[src/rtl/pipeline_hazard_ctrl_if.sv]
// Pipeline hazard controller bundle: ID-stage decode and WB redirect in,
// pipeline enables, bubbles and performance counters out.
interface pipeline_hazard_ctrl_if #(
  parameter int REG_W = 6,
  parameter int CNT_W = 16
);
  logic             id_valid;
  logic [REG_W-1:0] id_rs;
  logic [REG_W-1:0] id_rt;
  logic [REG_W-1:0] id_rd;
  logic             id_uses_rs;
  logic             id_uses_rt;
  logic             id_writes_rd;
  logic             id_is_ctrl;
  logic             wb_redirect;
  logic             pc_write;
  logic             ifid_write;
  logic             ifid_flush;
  logic             idex_flush;
  logic             issue;
  logic [CNT_W-1:0] stall_cnt;
  logic [CNT_W-1:0] flush_cnt;
  logic             redirect_err;

  modport master (
    output id_valid, id_rs, id_rt, id_rd,
    output id_uses_rs, id_uses_rt,
    output id_writes_rd, id_is_ctrl,
    output wb_redirect,
    input  pc_write, ifid_write, ifid_flush,
    input  idex_flush, issue,
    input  stall_cnt, flush_cnt, redirect_err
  );

  modport slave (
    input  id_valid, id_rs, id_rt, id_rd,
    input  id_uses_rs, id_uses_rt,
    input  id_writes_rd, id_is_ctrl,
    input  wb_redirect,
    output pc_write, ifid_write, ifid_flush,
    output idex_flush, issue,
    output stall_cnt, flush_cnt, redirect_err
  );
endinterface

[src/rtl/pipeline_hazard_ctrl.sv]
// IF/ID/EX/WB hazard controller: RAW interlock, branch handling, squash.
// Define SPECULATIVE_FETCH_EN for predict-not-taken instead of D1/D2 stalls.
module pipeline_hazard_ctrl #(
  parameter int REG_W    = 6,
  parameter int CNT_W    = 16,
  parameter bit ZERO_REG = 1'b1
) (
  input logic                   clock,
  input logic                   resetn,
  pipeline_hazard_ctrl_if.slave bus
);

  typedef struct packed {
    logic             valid;
    logic             writes;
    logic [REG_W-1:0] rd;
    logic             ctrl;
  } slot_t;

  slot_t            ex_q, ex_d;
  slot_t            wb_q, wb_d;
  logic [CNT_W-1:0] stall_q, stall_d;
  logic [CNT_W-1:0] flush_q, flush_d;
  logic             err_q, err_d;

`ifndef SPECULATIVE_FETCH_EN
  typedef enum logic [1:0] {
    RUN = 2'd0,
    D1  = 2'd1,
    D2  = 2'd2
  } state_e;

  state_e state_q, state_d;
`endif

  logic pc_we, ifid_we, ifid_fl, idex_fl, iss;
  logic stall_inc, flush_inc;
  logic hazard, redir_ok, stray;

  function automatic logic hit(
    input logic [REG_W-1:0] r,
    input slot_t            s
  );
    return s.valid && s.writes && (r == s.rd)
        && !(ZERO_REG && (r == '0));
  endfunction

  assign hazard = bus.id_valid & (
    (bus.id_uses_rs &
      (hit(bus.id_rs, ex_q) | hit(bus.id_rs, wb_q))) |
    (bus.id_uses_rt &
      (hit(bus.id_rt, ex_q) | hit(bus.id_rt, wb_q))));

  assign redir_ok = bus.wb_redirect & wb_q.valid & wb_q.ctrl;
  assign stray    = bus.wb_redirect & ~(wb_q.valid & wb_q.ctrl);

  always_comb begin
    pc_we     = 1'b0;
    ifid_we   = 1'b0;
    ifid_fl   = 1'b0;
    idex_fl   = 1'b1;
    iss       = 1'b0;
    stall_inc = 1'b0;
    flush_inc = 1'b0;
`ifdef SPECULATIVE_FETCH_EN
    if (redir_ok) begin
      pc_we     = 1'b1;
      ifid_fl   = 1'b1;
      flush_inc = 1'b1;
    end else if (hazard) begin
      stall_inc = 1'b1;
    end else begin
      pc_we   = 1'b1;
      ifid_we = 1'b1;
      iss     = bus.id_valid;
      idex_fl = ~bus.id_valid;
    end
`else
    state_d = state_q;
    unique case (state_q)
      RUN: begin
        if (hazard) begin
          stall_inc = 1'b1;
        end else if (bus.id_valid & bus.id_is_ctrl) begin
          // hold PC until the branch resolves in WB
          ifid_fl = 1'b1;
          iss     = 1'b1;
          idex_fl = 1'b0;
          state_d = D1;
        end else begin
          pc_we   = 1'b1;
          ifid_we = 1'b1;
          iss     = bus.id_valid;
          idex_fl = ~bus.id_valid;
        end
      end
      D1: begin
        ifid_fl = 1'b1;
        state_d = D2;
      end
      D2: begin
        pc_we   = 1'b1;
        state_d = RUN;
        if (redir_ok) begin
          ifid_fl   = 1'b1;
          flush_inc = 1'b1;
        end else begin
          ifid_we = 1'b1;
        end
      end
      default: state_d = RUN;
    endcase
`endif
    if (!resetn) begin
      pc_we   = 1'b0;
      ifid_we = 1'b0;
      ifid_fl = 1'b1;
      idex_fl = 1'b1;
      iss     = 1'b0;
    end

    stall_d = stall_q;
    if (stall_inc && (stall_q != '1))
      stall_d = stall_q + CNT_W'(1);
    flush_d = flush_q;
    if (flush_inc && (flush_q != '1))
      flush_d = flush_q + CNT_W'(1);
    err_d = err_q | stray;

    ex_d = '0;
    if (iss) begin
      ex_d.valid  = 1'b1;
      ex_d.writes = bus.id_writes_rd;
      ex_d.rd     = bus.id_rd;
      ex_d.ctrl   = bus.id_is_ctrl;
    end
    wb_d = ex_q;
`ifdef SPECULATIVE_FETCH_EN
    // wrong-path instruction in EX never reaches WB
    if (redir_ok) wb_d = '0;
`endif
  end

  always_ff @(posedge clock) begin
    if (!resetn) begin
      ex_q    <= '0;
      wb_q    <= '0;
      stall_q <= '0;
      flush_q <= '0;
      err_q   <= 1'b0;
`ifndef SPECULATIVE_FETCH_EN
      state_q <= RUN;
`endif
    end else begin
      ex_q    <= ex_d;
      wb_q    <= wb_d;
      stall_q <= stall_d;
      flush_q <= flush_d;
      err_q   <= err_d;
`ifndef SPECULATIVE_FETCH_EN
      state_q <= state_d;
`endif
    end
  end

  assign bus.pc_write     = pc_we;
  assign bus.ifid_write   = ifid_we;
  assign bus.ifid_flush   = ifid_fl;
  assign bus.idex_flush   = idex_fl;
  assign bus.issue        = iss;
  assign bus.stall_cnt    = stall_q;
  assign bus.flush_cnt    = flush_q;
  assign bus.redirect_err = err_q;

endmodule
[src/flat_wrapper.sv]
// flat-port wrapper written by rule: the top's interface ports become plain ports
module pipeline_hazard_ctrl_flat 
#(
  parameter int REG_W    = 6,
  parameter int CNT_W    = 16,
  parameter bit ZERO_REG = 1'b1
)
  (clock, resetn, bus_id_valid, bus_id_rs, bus_id_rt, bus_id_rd, bus_id_uses_rs, bus_id_uses_rt, bus_id_writes_rd, bus_id_is_ctrl, bus_wb_redirect, bus_pc_write, bus_ifid_write, bus_ifid_flush, bus_idex_flush, bus_issue, bus_stall_cnt, bus_flush_cnt, bus_redirect_err);
  pipeline_hazard_ctrl_if #(.REG_W(REG_W), .CNT_W(CNT_W)) bus_i ();
  input logic clock;
  input logic resetn;
  input wire logic [$bits(bus_i.id_valid)-1:0] bus_id_valid;
  input wire logic [$bits(bus_i.id_rs)-1:0] bus_id_rs;
  input wire logic [$bits(bus_i.id_rt)-1:0] bus_id_rt;
  input wire logic [$bits(bus_i.id_rd)-1:0] bus_id_rd;
  input wire logic [$bits(bus_i.id_uses_rs)-1:0] bus_id_uses_rs;
  input wire logic [$bits(bus_i.id_uses_rt)-1:0] bus_id_uses_rt;
  input wire logic [$bits(bus_i.id_writes_rd)-1:0] bus_id_writes_rd;
  input wire logic [$bits(bus_i.id_is_ctrl)-1:0] bus_id_is_ctrl;
  input wire logic [$bits(bus_i.wb_redirect)-1:0] bus_wb_redirect;
  output wire logic [$bits(bus_i.pc_write)-1:0] bus_pc_write;
  output wire logic [$bits(bus_i.ifid_write)-1:0] bus_ifid_write;
  output wire logic [$bits(bus_i.ifid_flush)-1:0] bus_ifid_flush;
  output wire logic [$bits(bus_i.idex_flush)-1:0] bus_idex_flush;
  output wire logic [$bits(bus_i.issue)-1:0] bus_issue;
  output wire logic [$bits(bus_i.stall_cnt)-1:0] bus_stall_cnt;
  output wire logic [$bits(bus_i.flush_cnt)-1:0] bus_flush_cnt;
  output wire logic [$bits(bus_i.redirect_err)-1:0] bus_redirect_err;
  assign bus_i.id_valid = bus_id_valid;
  assign bus_i.id_rs = bus_id_rs;
  assign bus_i.id_rt = bus_id_rt;
  assign bus_i.id_rd = bus_id_rd;
  assign bus_i.id_uses_rs = bus_id_uses_rs;
  assign bus_i.id_uses_rt = bus_id_uses_rt;
  assign bus_i.id_writes_rd = bus_id_writes_rd;
  assign bus_i.id_is_ctrl = bus_id_is_ctrl;
  assign bus_i.wb_redirect = bus_wb_redirect;
  assign bus_pc_write = bus_i.pc_write;
  assign bus_ifid_write = bus_i.ifid_write;
  assign bus_ifid_flush = bus_i.ifid_flush;
  assign bus_idex_flush = bus_i.idex_flush;
  assign bus_issue = bus_i.issue;
  assign bus_stall_cnt = bus_i.stall_cnt;
  assign bus_flush_cnt = bus_i.flush_cnt;
  assign bus_redirect_err = bus_i.redirect_err;
  pipeline_hazard_ctrl #(.REG_W(REG_W), .CNT_W(CNT_W), .ZERO_REG(ZERO_REG)) u_core (.clock(clock), .resetn(resetn), .bus(bus_i));
endmodule
[config.mk]
export PLATFORM = sky130hd
export DESIGN_NAME = pipeline_hazard_ctrl_flat
export DESIGN_NICKNAME = d
export VERILOG_FILES = /design/src/rtl/pipeline_hazard_ctrl_if.sv /design/src/rtl/pipeline_hazard_ctrl.sv /design/src/flat_wrapper.sv
export SDC_FILE = /design/constraint.sdc
export NUM_CORES = 1
export LEC_CHECK = 0
export BUFFER_PORTS_ARGS = -buffer_cell sky130_fd_sc_hd__buf_2
export CAP_MARGIN = 20
export CORE_MARGIN = 4
export CORE_UTILIZATION = 33
export CTS_CLUSTER_SIZE = 25
export DETAILED_ROUTE_END_ITERATION = 16
export MAX_ROUTING_LAYER = met4
export PLACE_DENSITY = 0.6
export SLEW_MARGIN = 10
export SYNTH_ARGS = -nofsm -noshare
export SYNTH_HDL_FRONTEND = slang
export SYNTH_SLANG_ARGS = --single-unit
[constraint.sdc]
create_clock -name clock -period 2.68 [get_ports clock]
set_input_delay 0.536 -clock clock [delete_from_list [all_inputs] [get_ports clock]]
set_output_delay 0.536 -clock clock [all_outputs]
set_load 0.1 [all_outputs]
==> results of run 1 <==
state kept, by name (all words and copies together) (netlist names):
name and cells:
u_core.bus.flush_cnt 16, u_core.bus.redirect_err 1, u_core.bus.stall_cnt 16, u_core.ex_q 9
u_core.state_q 2, u_core.wb_q 9
layer usage:
metal / part of all wire [%] / up-vias / wire length, µm / global-route usage, %
met4: 1.2 / 0 / 81 / 4.86
met5: 0 / - / 0 / -
met2: 51 / 36 / 3310 / 25.1
li1: - / 1198 / - / -
met3: 3.5 / 6 / 229 / 3.21
met1: 45 / 1129 / 2910 / 18.9
through the flow:
step / setup TNS (ns) / total power, W / setup slack (ns)
floorplan: -3.04 / 0.000941 / -0.929
global placement: -0.729 / 0.00103 / -0.207
detailed placement: -0.805 / 0.00103 / -0.240
CTS: -0.352 / 0.00149 / -0.119
global route: -0.588 / 0.00155 / -0.168
finish: -0.307 / 0.00148 / -0.112
synthesized netlist by cell type:
cell	count
buf_6	3
o31ai_1	7
nor4_1	10
ha_1	2
and2_1	20
or2_1	1
xor2_1	31
or4_1	7
nand2_1	13
nand3_1	12
nand4_1	10
and2_0	1
nor3_4	1
a21oi_1	14
o32a_2	1
xnor2_1	6
o22a_2	1
nand2b_4	1
mux2i_1	6
nor4b_2	1
and4_1	3
inv_1	4
clkbuf_1	6
dfxtp_1	53
or2_2	3
or3_1	7
o21ai_0	8
nor2_1	16
o22ai_1	1
nor2b_1	1
nor4_2	1
nor3_1	9
a311oi_1	1
a41oi_1	1
a22oi_1	2
and3_1	11
nand2b_1	6
buf_2	2
a21oi_2	1
power by group through the flow:
stage / registers (W) / logic (W) / clock network [W]
6_report: 0.000810 / 0.000214 / 0.000454
5_1_grt: 0.000812 / 0.000229 / 0.000507
4_1_cts: 0.000809 / 0.000212 / 0.000470
3_5_place_dp: 0.000828 / 0.000205 / 0
3_3_place_gp: 0.000828 / 0.000201 / 0
2_1_floorplan: 0.000833 / 0.000108 / 0
logic make-up (layout without fill, tap and decap cells):
kind of cell             after synthesis  in the layout  synth area share (%)
AND/OR/NAND/NOR                      134            134                  30.7
flip-flops                            53             53                  41.3
AO/OA/AOI/OAI                         37             37                  9.00
XOR/XNOR                              37             37                  12.6
buffers and inverters                 15            106                  3.16
multiplexers                           6              6                  2.34
adder cells (fa/ha/maj)                2              2                 0.973
worst max-delay path, stage by stage:
cell and delay [ns]:
buf_2 0.11, or4_4 0.52, o31ai_4 0.26, o22ai_2 0.12, or3_1 0.33, nand4_1 0.17
buf_12 0.20
worst max-delay path by stage:
stage	startpoint	end	slack [ns]	cells after the start
after floorplan	bus_id_rs[0]	bus_idex_flush	-0.93	5
after global placement	bus_id_rs[0]	bus_ifid_write	-0.21	7
after detailed placement	bus_id_rs[0]	bus_ifid_write	-0.24	7
after CTS	bus_id_rt[0]	bus_ifid_write	-0.12	7
after global routing	bus_id_rs[1]	bus_issue	-0.17	8
final	bus_id_rs[1]	bus_ifid_flush	-0.11	7
final cells by class:
cell class	instances	area, µm²	area share (%)
multi-input cells	216	1510	44.0
flip-flops and latches	53	1060	30.9
repair buffers	94	636	18.5
well taps	99	124	3.61
clock buffers	6	72.6	2.12
inverters	4	15.0	0.438
clock inverters	2	13.8	0.401
repair_timing:
item	in CTS	in global routing
buffers inserted	5	1
endpoints found under the setup margin	5	5
resized for setup	3	3
pin swaps	4	0
==> results.yml, run 1 <==
outcome:
  status: "complete, but fails checks"
  violations: "setup timing"
floorplan:
  io_pins: 64
  fp.dieH_um: 96.3
  die_x_um: 96.3
  rows: 31
  dieArea_um2: 9270
  core_area_um2: 7410
  start_util_pct: 34.7
cts:
  cts_tree: "built"
  worst_skew_pair.late_latency_ns: 0.31
  htree_num_levels: 2
  cts_sinks: 53
  clk_path_buf_depth: 2
  clockRootBuffer: "clkbuf_8"
  clkTransAtPathRegs_ns: 0.09
  postCtsHoldBufs: 0
  cts_inserted_buffers: 5
timing:
  final.period_utilization_pct: 104
  fmax_mhz: 358
  grt_setup_unrepaired: "yes"
  min_period_ns: 2.79
  final_hold_viol_count: 0
  slew_violations: 0
  whs_ns: 0.427
  finalWorstSetupSlack_ns: -0.112
  skew_ns: 0.0128
  maxSlewHeadroom_pct: 58.8
  worst_slew_pin_slew_ns: 0.613
  setup_viol: 3
power:
  p_leak_nw: 1.48
  pwr-share-clk_pct: 30.7
  p_int_w: 0.00108
  p_seq_share_pct: 54.8
  cellPowerDensity_nw_per_um2: 431
  comb_power_share_pct: 14.5
  p_sw_w: 0.000400
  peakVddDrop_mv: 0.374
  netSwitchingFraction_pct: 27.1
global_routing:
  grt_max_degree: 23
  track_usage_pct: 15.4
  grt_pass1_wl_um: 10800
  grt_remaining_overflow: 0
  antenna_found_initial: 0
  grt_pass1_vias: 2280
finish:
  drive_gt1_share_pct: 32.0
  n_antenna_cell: 0
  stdcell_count: 474
  post-route-util_pct: 46.3
  finish.instance_area_um2: 3430
  layout_commonest_cell: "buf_2"
  layout_common_cells: "buf_2, dfxtp_1, xor2_1, buf_4, and2_1"
  nFillCells: 727
  final_nets: 402
  area_growth_syn_to_layout_pct: 33.4
hold_path:
  hp-class: "in -> reg"
  holdPathStages: 2
  holdCritStartpoint: "bus_id_rd[5]"
  hold_path_end: "u_core.ex_q[6]"
setup_path:
  worst_ep_arrival_time_ns: 2.26
  r2r_end: "u_core.bus.stall_cnt[12]"
  worst-path-max-fanout: 3
  required_ns: 2.14
  rr_worst_depth: 7
  worst-r2r-setup-slack_ns: 0.46
  path_class: "in -> out"
  start_kind: "input pin"
  endpoint_kind: "primary output"
  r2r_start: "u_core.wb_q[6]"
synthesis:
  synth_area_leaders: "dfxtp_1, xor2_1, and2_1"
  syn_area_um2: 2570
  synth_top_area_cell: "dfxtp_1"
  yosysUniqueCellTypes: 39
  netlist.area_leader.share_pct: 41.3
  synth_nets: 312
  avgSynthCellArea_um2: 9.05
  yosys_warnings: 0
  synth-seq-cells: 53
  syn_inst: 284
  synth-seq-area-share_pct: 41.3
drt:
  ant_nets: 0
  drcViolationCount: 0
  vias_per_cell: 5.00
  drt_iter0_drc: 64
  vias: 2369
  wl_um: 6530
  dr.pass1.iters: 4
  wl_per_cell_um: 13.8
place:
  placed_cells_incl_taps: 460
  place_area_um2: 3270
  gp_congestion: 0.863
  portBuffers: 63
  dp_hpwl_um: 4910
flow_run:
  drv_cap: 0
Note: power is estimated with default switching activity, not from simulation.
==> inputs of run 2 (changes only) <==
PLACE_DENSITY = 0.57   (was 0.6)
==> run 2 against run 1 <==
  * The flow still finishes with violations (setup timing)
  * Combinational power decreased by 2%
  * Highest routed layer unchanged
  * Critical path depth unchanged
  * Die area did not move
  * Total power grew 7.5%
  * Via count fell by 2.4%
  * Utilization grew 0.14 points
  * Final area up 0.29%
  * Count of clock-buffer cells in the layout shrank 1
==> results.yml, run 2 (same netlist as run 1, synthesis figures left out) <==
outcome:
  status: "complete, but fails checks"
  violations: "setup timing"
setup_path:
  worst-path-max-fanout: 3
  start_kind: "input pin"
  crit_family: "simple AND/OR/NAND/NOR gates"
  worst-path-buf-inv: 2
  max_stage_delay_ns: 0.54
  worst_ep_arrival_time_ns: 2.27
  required_ns: 2.14
  endpoint_kind: "primary output"
  critical_path.cell_chain: "buf_6 -> or4_4 -> o31ai_4 -> o22ai_2 -> or3_1 -> nand4_1 -> buf_12"
  path_class: "in -> out"
  critPathSlowestCell: "or4_4"
power:
  cellPowerDensity_nw_per_um2: 462
  p_sw_w: 0.000415
  power.total_w: 0.00159
  p_int_w: 0.00117
  p_seq_share_pct: 51.0
  peakVddDrop_mv: 0.289
  p_leak_nw: 1.48
  pwr-share-clk_pct: 35.8
  comb_power_share_pct: 13.2
  netSwitchingFraction_pct: 26.1
timing:
  final_hold_viol_count: 0
  finalWorstSetupSlack_ns: -0.126
  skew_ns: 0.0106
  final.period_utilization_pct: 105
  fmax_mhz: 356
  grt_setup_unrepaired: "yes"
  setup_viol: 5
  min_period_ns: 2.81
  worst_slew_pin_slew_ns: 0.608
  slew_violations: 0
  maxSlewHeadroom_pct: 59.2
  fin_tns_setup_ns: -0.478
floorplan:
  rows: 31
  dieArea_um2: 9270
  fp.dieH_um: 96.3
  start_util_pct: 34.7
  die_x_um: 96.3
  core_area_um2: 7410
  io_pins: 64
drt:
  wl_per_cell_um: 13.5
  met3WireLength_um: 258
  dr_wl_met2_um: 3090
  top_layer_used: "met4"
  dr.pass1.iters: 4
  vias_per_cell: 4.91
  ant_nets: 0
  wl_met1_um: 2980
  drcViolationCount: 0
  vias: 2313
  wl_um: 6370
  drt_iter0_drc: 74
cts:
  clk_path_buf_depth: 2
  clkTransAtPathRegs_ns: 0.10
  cts_sinks: 53
  clockRootBuffer: "clkbuf_8"
  cts_inserted_buffers: 5
  worst_skew_pair.late_latency_ns: 0.31
  cts_tree: "built"
  htree_num_levels: 2
global_routing:
  grt_max_degree: 26
  track_usage_pct: 15.2
  grt_remaining_overflow: 0
  grt_pass1_wl_um: 10800
  grt_pass1_vias: 2274
  antenna_found_initial: 0
flow_run:
  drv_cap: 0
finish:
  nFillCells: 722
  area_growth_syn_to_layout_pct: 33.8
  n_antenna_cell: 0
  drive_gt1_share_pct: 31.5
  layout_commonest_cell: "buf_2"
  final_nets: 399
  layout_common_cells: "buf_2, dfxtp_1, xor2_1"
hold_path:
  hp-class: "in -> reg"
place:
  gp_congestion: 0.836
  dp_hpwl_um: 4800
  portBuffers: 63
==> run 2: cell types whose count changed in the layout (fill, tap and decap cells not counted), sizes merged <==
cell / previous run / this run
buf: 94 / 91
bufinv: 0 / 1
clkbuf: 6 / 5
clkinv: 1 / 0
inv: 5 / 6
==> run 2: per-layer routing <==
layer / global-route usage, % / vias up
met2: 24.8 / 43
met1: 19.6 / 1079
met4: 3.20 / 0
li1: - / 1186
met3: 2.89 / 5
met5: - / -
==> run 2: worst paths after layout <==
check,cells after the start,from,endpoint,slack (ns)
min,2,bus_id_writes_rd,u_core.ex_q[7],0.42
max reg2reg,7,u_core.ex_q[3],u_core.bus.stall_cnt[5],0.46
min reg2reg,1,u_core.ex_q[0],u_core.wb_q[0],0.44
max,7,bus_id_rt[0],bus_ifid_flush,-0.13
==> run 2: repair_timing <==
action / CTS / global route
hold buffers: 0 / 0
endpoints found under the setup margin: 5 / 5
buffers inserted: 3 / 1
resized for setup: 5 / 2
pin swaps: 9 / 5
==> run 2: cell type report <==
cell class	count	area, µm²	area share [%]
multi-input cells	216	1500	43.7
flip-flops and latches	53	1060	30.8
repair buffers	91	621	18.0
well taps	99	124	3.60
clock buffers	5	68.8	2.00
clock inverters	3	47.5	1.38
inverters	4	15.0	0.436
==> run 2: stage by stage <==
step | area [µm²] | cells | hold slack (ns) | util [%] | worst slack (ns)
floorplan | 2630 | 284 | 0.412 | - | -0.929
global placement | 3260 | 459 | 0.417 | 44.0 | -0.210
detailed placement | 3260 | 459 | 0.429 | 44.0 | -0.237
CTS | 3420 | 470 | 0.408 | 46.2 | -0.156
global route | 3440 | 471 | 0.407 | 46.4 | -0.205
finish | 3440 | 471 | 0.420 | 46.4 | -0.126
==> run 2: power by group through the flow <==
stage / logic, W / registers, W / clock network (W)
2_1_floorplan: 0.000108 / 0.000833 / 0
3_3_place_gp: 0.000198 / 0.000828 / 0
3_5_place_dp: 0.000201 / 0.000828 / 0
4_1_cts: 0.000209 / 0.000810 / 0.000587
5_1_grt: 0.000225 / 0.000812 / 0.000612
6_report: 0.000209 / 0.000810 / 0.000570
==> inputs of run 3 (changes only) <==
ABC_AREA = 1   (was not set)
CORE_UTILIZATION = 54   (was 33)
CTS_CLUSTER_SIZE = 28   (was 25)
PLACE_DENSITY = 0.82   (was 0.57)
==> run 3 against run 2 <==
  * The flow now finishes without violations
  * Cell count increased by 24%
  * Synthesized cell count up 57%
  * Critical path depth increased by 4
  * Register-to-register slack improved by 0.44 ns
  * Synthesized area rose by 15%
  * Sequential share of layout area decreased by 1.1 points
  * First-iteration DRC count rose by 73%
  * Final area up 3.7%
  * Largest cell class unchanged
==> results.yml, run 3 <==
setup_path:
  required_ns: 2.14
  endpoint_kind: "primary output"
  crit_family: "simple AND/OR/NAND/NOR gates"
  worst-path-max-fanout: 16
  critical_path.cell_chain: "buf_2 -> nor2_1 -> nand2_1 -> o31ai_1 -> inv_1 -> nand2_4 -> nand2_8 -> nand2_1 -> nand3_1 -> a21oi_2 -> buf_12"
  worst-path-buf-inv: 3
  worst_ep_arrival_time_ns: 2.01
  start_kind: "input pin"
  critPathMostFrequentCell: "nand2_1"
  max_stage_delay_ns: 0.23
  path_class: "in -> out"
  critPathSlowestCell: "o31ai_1"
cts:
  worst_skew_pair.late_latency_ns: 0.30
  clk_path_buf_depth: 2
  clockRootBuffer: "clkbuf_8"
  cts_sinks: 53
  post-cts-setup-buffer-count: 0
  htree_num_levels: 2
  cts_inserted_buffers: 5
  clkTransAtPathRegs_ns: 0.09
  cts_tree: "built"
  postCtsHoldBufs: 0
  cts-resized-gates: 0
power:
  p_sw_w: 0.000387
  peakVddDrop_mv: 0.341
  p_leak_nw: 1.76
  p_int_w: 0.00118
  comb_power_share_pct: 12.9
  netSwitchingFraction_pct: 24.8
  cellPowerDensity_nw_per_um2: 438
  pwr-share-clk_pct: 35.3
  p_seq_share_pct: 51.8
finish:
  final_nets: 541
  drive_gt1_share_pct: 23.3
  stdcell_count: 584
  n_antenna_cell: 0
  post-route-util_pct: 68.5
  layout_common_cells: "nand2_1, inv_1, nor2_1"
  area_growth_syn_to_layout_pct: 20.3
  layout_commonest_cell: "nand2_1"
  finish.instance_area_um2: 3570
drt:
  met3WireLength_um: 313
  wl_um: 6760
  wl_per_cell_um: 11.6
  vias: 2860
  ant_nets: 0
  dr_wl_met2_um: 3450
  drcViolationCount: 0
  top_layer_used: "met4"
  dr.pass1.iters: 6
  wl_met1_um: 2900
  drt_iter0_drc: 128
  vias_per_cell: 4.90
outcome:
  status: "finished clean"
timing:
  slew_violations: 0
  setup_viol: 0
  min_period_ns: 2.54
  skew_ns: 0.00849
  finalWorstSetupSlack_ns: 0.137
  worst_slew_pin_slew_ns: 0.493
  final.period_utilization_pct: 94.9
  final_hold_viol_count: 0
  grt_setup_unrepaired: "no"
  maxSlewHeadroom_pct: 67.4
  fmax_mhz: 393
synthesis:
  synth_common_cells: "nand2_1, inv_1, nor2_1"
  synth-seq-cells: 53
  synth-xor-area-share_pct: 3.84
  synthAdderAreaFrac_pct: 0.844
  synth.most_common_cell: "nand2_1"
  synth-seq-area-share_pct: 35.8
  synth_edf_count: 0
  syn_area_um2: 2970
  ys.flop_type: "dfxtp_1"
  async_reset_ff_share_pct: 0
  netlist.area_leader.share_pct: 35.8
  synth_nets: 474
  yosys_warnings: 0
  synth_compound_area_share_pct: 7.47
  muxShareOfSynthArea_pct: 0
  synth_top_family_by_area: "simple AND/OR/NAND/NOR gates"
  synth_area_leaders: "dfxtp_1, nand2_1, inv_1"
  avgSynthCellArea_um2: 6.65
  syn_inst: 446
  yosysUniqueCellTypes: 35
  synth_top_area_cell: "dfxtp_1"
  yosys.area_share.simple_pct: 38.1
global_routing:
  grt_remaining_overflow: 0
  antenna_found_initial: 0
  grt_pass1_wl_um: 11000
  grt_max_degree: 17
  track_usage_pct: 21.3
  grt_pass1_vias: 2680
place:
  placed_cells_incl_taps: 576
  place_area_um2: 3450
  pre_cts_ws_ns: 0.122
  dp_hpwl_um: 5210
  portBuffers: 63
  gp_congestion: 0.901
floorplan:
  fp.dieH_um: 82.1
  core_area_um2: 5200
  io_pins: 64
  dieArea_um2: 6740
  start_util_pct: 57.0
  die_x_um: 82.1
  rows: 26
flow_run:
  drv_cap: 0
hold_path:
  hp-class: "reg -> reg"
-- run 3: cell type report --
type                            count  area (µm²)
Timing Repair Buffer               68         428
Sequential cell                    53        1060
Fill cell                         438        1640
Inverter                           96         364
Multi-Input combinational cell    289        1510
Clock inverter                      1        30.0
Tap cell                           70        87.6
Clock buffer                        7        86.3
-- run 3: power groups by stage --
| stage | sequential, W | combinational [W] | clock, W |
|---|---|---|---|
| 6_report | 0.000809 | 0.000201 | 0.000552 |
| 5_1_grt | 0.000811 | 0.000216 | 0.000589 |
| 4_1_cts | 0.000809 | 0.000201 | 0.000562 |
| 3_5_place_dp | 0.000828 | 0.000200 | 0 |
| 3_3_place_gp | 0.000827 | 0.000196 | 0 |
| 2_1_floorplan | 0.000833 | 0.000122 | 0 |
-- run 3: through the flow --
stage	power, W	hold WS (ns)	setup TNS [ns]
2_1_floorplan	0.000955	0.390	-0.363
3_3_place_gp	0.00102	0.411	0
3_5_place_dp	0.00103	0.411	0
4_1_cts	0.00157	0.435	0
5_1_grt	0.00162	0.431	0
6_report	0.00156	0.434	0
-- run 3: worst min-delay path, stage by stage (launching register included) --
cell and delay (ns):
dfxtp_1 0.31, nand2_1 0.06, inv_1 0.03
-- run 3: kinds of logic (layout without fill, tap and decap cells) --
group,Yosys count,in the layout
AOI/OAI and AO/OA,40,40
xor gates and xnor gates,13,13
adders and majority gates,2,2
buffers and inverters,104,172
DFF,53,53
and+or+nand+nor,234,234
-- run 3: final timing paths --
path | startpoint | end | slack (ns) | depth (start not counted)
worst max-delay path | bus_id_rs[2] | bus_pc_write | 0.14 | 11
worst min-delay path | u_core.ex_q[0] | u_core.wb_q[0] | 0.43 | 2
worst max register to register | u_core.bus.stall_cnt[0] | u_core.bus.stall_cnt[8] | 0.90 | 11
worst min register to register | u_core.ex_q[0] | u_core.wb_q[0] | 0.43 | 2
-- run 3: routing by layer --
metal	vias up	GRT usage, %
met5	-	-
met4	0	6.98
met3	10	4.23
met2	56	39.6
met1	1299	22.6
li1	1495	-
